**config.mk**
```make
export PLATFORM = sky130hd
export DESIGN_NAME = btn_conditioner
export DESIGN_NICKNAME = d
export VERILOG_FILES = /design/src/rtl/btn_pkg.sv /design/src/rtl/debounce_fsm.sv /design/src/rtl/btn_conditioner.sv
export SDC_FILE = /design/constraint.sdc
export NUM_CORES = 1
export LEC_CHECK = 0
export CORE_UTILIZATION = 26
export CTS_CLUSTER_SIZE = 25
export DETAILED_ROUTE_END_ITERATION = 8
export PLACE_DENSITY = 0.45
export SYNTH_ARGS = -nofsm -noshare
export SYNTH_HDL_FRONTEND = slang
export SYNTH_SLANG_ARGS = --single-unit
export TNS_END_PERCENT = 100
```
**constraint.sdc**
```tcl
create_clock -name clk -period 6.4 [get_ports clk]
set_clock_uncertainty 0.2 [all_clocks]
set_input_delay 0.96 -clock clk [delete_from_list [all_inputs] [get_ports clk]]
set_output_delay 0.96 -clock clk [all_outputs]
set_load 0.01 [all_outputs]
```
**src/rtl/btn_pkg.sv**
```systemverilog
// Shared types and constants for the push-button conditioner and its debounce FSMs.
package btn_pkg;

  typedef enum logic [1:0] {
    STABLE_LO,
    WAIT_HI,
    STABLE_HI,
    WAIT_LO
  } db_state_t;

  localparam int unsigned DEBOUNCE_DEFAULT = 1000000;

endpackage

```
**src/rtl/debounce_fsm.sv**
```systemverilog
// One button channel: 2-flop synchronizer, four-state debounce FSM with hold counter,
// registered debounced level and a one-cycle strobe on each committed rising edge.
module debounce_fsm
  import btn_pkg::*;
#(
  parameter int unsigned DEBOUNCE_CYCLES = DEBOUNCE_DEFAULT
) (
  input  logic clk,
  input  logic rst_n,
  input  logic raw,
  output logic level,
  output logic rise
);

  localparam int unsigned CW = $clog2(DEBOUNCE_CYCLES);
  localparam logic [CW-1:0] CNT_LAST = CW'(DEBOUNCE_CYCLES - 1);

  if (DEBOUNCE_CYCLES < 2) begin : g_bad_cfg
    $error("debounce_fsm: DEBOUNCE_CYCLES must be at least 2");
  end

  logic          sync_q1;
  logic          sync_q2;
  db_state_t     state;
  logic [CW-1:0] cnt;

  always_ff @(posedge clk or negedge rst_n) begin
    if (!rst_n) begin
      sync_q1 <= 1'b0;
      sync_q2 <= 1'b0;
    end else begin
      sync_q1 <= raw;
      sync_q2 <= sync_q1;
    end
  end

  // Counter is cleared on every entry to and exit from a WAIT state, so it never wraps.
  always_ff @(posedge clk or negedge rst_n) begin
    if (!rst_n) begin
      state <= STABLE_LO;
      cnt   <= '0;
      level <= 1'b0;
      rise  <= 1'b0;
    end else begin
      rise <= 1'b0;
      case (state)
        STABLE_LO: begin
          if (sync_q2) begin
            state <= WAIT_HI;
            cnt   <= '0;
          end
        end
        WAIT_HI: begin
          if (!sync_q2) begin
            state <= STABLE_LO;
            cnt   <= '0;
          end else if (cnt == CNT_LAST) begin
            state <= STABLE_HI;
            level <= 1'b1;
            rise  <= 1'b1;
            cnt   <= '0;
          end else begin
            cnt <= cnt + CW'(1);
          end
        end
        STABLE_HI: begin
          if (!sync_q2) begin
            state <= WAIT_LO;
            cnt   <= '0;
          end
        end
        WAIT_LO: begin
          if (sync_q2) begin
            state <= STABLE_HI;
            cnt   <= '0;
          end else if (cnt == CNT_LAST) begin
            state <= STABLE_LO;
            level <= 1'b0;
            cnt   <= '0;
          end else begin
            cnt <= cnt + CW'(1);
          end
        end
        default: begin
          state <= STABLE_LO;
          cnt   <= '0;
        end
      endcase
    end
  end

endmodule

```
**src/rtl/btn_conditioner.sv**
```systemverilog
// Two-button conditioner: debounced levels, load strobe for the capture register, mux select.
// Build option: define BTN_TOGGLE_EN to make sel toggle per press of button 1 instead of momentary.
module btn_conditioner
  import btn_pkg::*;
#(
  parameter int unsigned DEBOUNCE_CYCLES = DEBOUNCE_DEFAULT
) (
  input  logic       clk,
  input  logic       rst_n,
  input  logic [1:0] btn_raw,
  output logic [1:0] btn_db,
  output logic       load_pulse,
  output logic       sel
);

  logic [1:0] rise;

  debounce_fsm #(.DEBOUNCE_CYCLES(DEBOUNCE_CYCLES)) u_db_load (
    .clk   (clk),
    .rst_n (rst_n),
    .raw   (btn_raw[0]),
    .level (btn_db[0]),
    .rise  (rise[0])
  );

  debounce_fsm #(.DEBOUNCE_CYCLES(DEBOUNCE_CYCLES)) u_db_sel (
    .clk   (clk),
    .rst_n (rst_n),
    .raw   (btn_raw[1]),
    .level (btn_db[1]),
    .rise  (rise[1])
  );

  assign load_pulse = rise[0];

`ifdef BTN_TOGGLE_EN
  logic sel_q;

  always_ff @(posedge clk or negedge rst_n) begin
    if (!rst_n) begin
      sel_q <= 1'b0;
    end else if (rise[1]) begin
      sel_q <= ~sel_q;
    end
  end

  // rise[1] is a flop, so sel shows the new value in the same cycle btn_db[1] rises.
  assign sel = sel_q ^ rise[1];
`else
  logic unused_rise1;
  assign unused_rise1 = rise[1];
  assign sel          = btn_db[1];
`endif

endmodule

```
==> impl_metrics.json <==
{
  "outcome": "completed",
  "comb_power_share_pct": 21.7,
  "fin_tns_setup_ps": 0,
  "cts_buffers": 5,
  "netlist_area_um2": 2675,
  "cp_num_cells": 6,
  "final_nets": 293,
  "worstSetupEndpoint": "u_db_sel.cnt[15]",
  "start_util_pct": 27.12,
  "power_density_nw_per_um2": 255.4,
  "final_util_pct": 30.14,
  "grt.total_usage_pct": 11.82,
  "ir_worst_vdd_uv": 115.3,
  "diodes": 0,
  "drt_iter0_drc": 71,
  "path_max_fanout": 28,
  "hold_class": "flip-flop to flip-flop",
  "dieArea_um2": 10700,
  "period_share_pct": 43.90,
  "grt_first_pass_wirelength_um": 9742,
  "r2r_cells": 6,
  "grt_busiest_layer": "met2",
  "use_met1_pct": 14.57,
  "fillCellCount": 1028,
  "cap_violations": 0,
  "crit_arrival_ps": 2840,
  "synth_area_per_cell_um2": 9.520,
  "grt_max_degree": 37,
  "final_cells": 421,
  "dp_hpwl_um": 3852,
  "critical_path_class": "flip-flop to flip-flop",
  "areaGrowthSynthToFinish_pct": 11.13,
  "grt.met2_usage_pct": 20.58,
  "ctsResizeCount": 0,
  "htreeDepth": 2,
  "multi_input_area_um2": 1303,
  "post-synth-top-area-cell": "dfrtp_1",
  "grt_overflow_total": 0,
  "dp.cells": 413,
  "rsz0062_at_grt": "false",
  "path_cells": "ha_1 > and4_1 > and2_0 > a21oi_2 > a41oi_1 > a31oi_1",
  "cts_tree": "done",
  "power_uw": 759.2,
  "cts_root_buf": "clkbuf_8",
  "place_congestion": 0.7473,
  "ctsHoldBuffers": 0,
  "async_flop_share_pct": 100.0,
  "wl_um": 5772,
  "syn_inst": 281,
  "synth_flop_cell": "dfrtp_1",
  "layout-drive-gt1-share_pct": 7.639,
  "critPathTopFamily": "compound AO/OA/AOI/OAI gates",
  "slowest_stage": "a21oi_2",
  "yosys_warnings": 0,
  "drv_slew": 0,
  "drc": 0,
  "path_buf_inv": 0,
  "coreArea_um2": 9864,
  "met3_usage_pct": 2.218,
  "synth_nets": 287,
  "fin_crit_ps": 2810,
  "critPathRequiredTime_ps": 6430,
  "grt_pass1_vias": 2037,
  "netSwitchingPower_uw": 235.0,
  "clock_latency_ps": 300,
  "yosysSeqAreaShare_pct": 47.71,
  "vias": 2170,
  "synth_top_area_share_pct": 47.71,
  "internal_power_uw": 524.1,
  "wire_per_inst_um": 13.71,
  "cts_sinks": 51,
  "pwr-share-clk_pct": 31.1,
  "slowest_delay_ps": 930,
  "max_freq_mhz": 355.9,
  "ys_ff_latch": 51,
  "clockBufferDepth": 2,
  "pin_count": 8,
  "synth_edf_count": 0,
  "slew_headroom_pct": 23.52,
  "tightest_slew_ps": 1147,
  "rr_endpoint": "u_db_sel.cnt[15]",
  "hold_violations": 0,
  "critPathLaunchType": "flip-flop",
  "rrSetupSlack_ps": 3590,
  "antenna_found_initial": 0,
  "p_leak_uw": 0.001226,
  "cp-startpoint": "u_db_sel.cnt[0]",
  "drtPass1Iterations": 4,
  "synthTopCellsByArea": "dfrtp_1 48%, a31oi_1 4.9%, nand2_1 3.9%",
  "p_seq_share_pct": 47.1,
  "netSwitchingFraction_pct": 30.96,
  "io_buffers": 7,
  "yosys.cell_types.count": 54,
  "rows": 36,
  "die_w_um": 103.4,
  "vias_per_cell": 5.154,
  "crit_path_end_kind": "flip-flop",
  "worstReg2RegStart": "u_db_sel.cnt[0]",
  "die_h_um": 103.4,
  "cts_setup_buffers": 0,
  "setup_viol": 0,
  "ant_nets": 0,
  "regArea_um2": 1276,
  "path_clk_slew_ps": 100
}
==> routing by layer <==
| metal | vias to the layer above | wire length (um) |
|---|---|---|
| li1 | 1063 | - |
| met1 | 1072 | 2698 |
| met2 | 28 | 2834 |
| met3 | 7 | 157 |
| met4 | 0 | 82 |
| met5 | - | 0 |
==> area by class of cell <==
cell class	count	share of cell area (%)
clock buffer	6	2.778
timing repair buffer	9	2.694
sequential	51	42.93
inverter	8	1.010
tap	133	5.598
multi-input combinational	212	43.81
clock inverter	2	1.178
==> sequential cells by signal, indices dropped and copies added, names as in the netlist, named ones only <==
signal             cells
u_db_load.cnt         20
u_db_load.level        1
u_db_load.rise         1
u_db_load.state        1
u_db_load.sync_q1      1
u_db_load.sync_q2      1
u_db_sel.cnt          20
u_db_sel.level         1
u_db_sel.state         1
u_db_sel.sync_q1       1
u_db_sel.sync_q2       1
==> kinds of logic after synthesis <==
logic type      count (synthesis)  share of synthesized area, %
compound gates                 90                         21.94
xor+xnor                        2                        0.6549
flops                          51                         47.71
mux                             3                         1.310
simple gates                  115                         23.71
buf+inv                        18                         3.742
fa+ha+maj                       2                        0.9353
==> cell usage in the layout (no fill, tap or decap), types with 3 or more instances in the layout <==
cell,count
nand3_1,20
and3_1,9
nor3_1,4
inv_1,8
nand2b_1,4
o211ai_1,3
or4_1,3
o21ai_0,11
a31oi_1,21
nand2_1,28
clkdlybuf4s50_1,6
a21oi_1,19
dfrtp_1,51
a41oi_1,6
nand4_1,6
clkbuf_8,6
o21ai_1,6
and4_1,4
and2_1,4
nor2_1,16
a21o_1,6
a22o_1,5
==> worst min-delay path by stage <==
stage	from	endpoint	cells after the start
CTS	u_db_sel.sync_q1	u_db_sel.sync_q2	0
global placement	u_db_sel.sync_q1	u_db_sel.sync_q2	0
floorplan	u_db_load.sync_q1	u_db_load.sync_q2	0
global route	u_db_sel.sync_q1	u_db_sel.sync_q2	0
detailed placement	u_db_sel.sync_q1	u_db_sel.sync_q2	0
finish	u_db_sel.sync_q1	u_db_sel.sync_q2	0
==> metrics by stage <==
stage	setup WS [ps]	hold WS, ps	area [um^2]
CTS	3611	156.3	2973
detailed placement	3631	134.7	2855
floorplan	4289	131.2	2675
global placement	3733	133.8	2855
finish	3590	155.0	2973
global route	3332	163.6	2973
==> synth_stat cells, types with 4 or more instances <==
library cell,n
a21o_1,6
a21oi_1,20
a22o_1,5
a31oi_1,21
a41oi_1,6
and2_1,4
and3_1,9
and4_1,4
dfrtp_1,51
inv_1,8
nand2_1,28
nand2b_1,4
nand3_1,20
nand4_1,6
nor2_1,16
nor3_1,4
o21ai_0,11
o21ai_1,6
==> power groups by stage <==
| stage | Clock [uW] | Combinational [uW] | Sequential [uW] |
|---|---|---|---|
| after CTS | 246 | 169 | 358 |
| after global routing | 258 | 189 | 361 |
| after global placement | 0 | 165 | 363 |
| final | 236 | 165 | 358 |
| after floorplan | 0 | 138 | 361 |
| after detailed placement | 0 | 167 | 364 |
No activity file was read; power rests on OpenSTA's default activity.
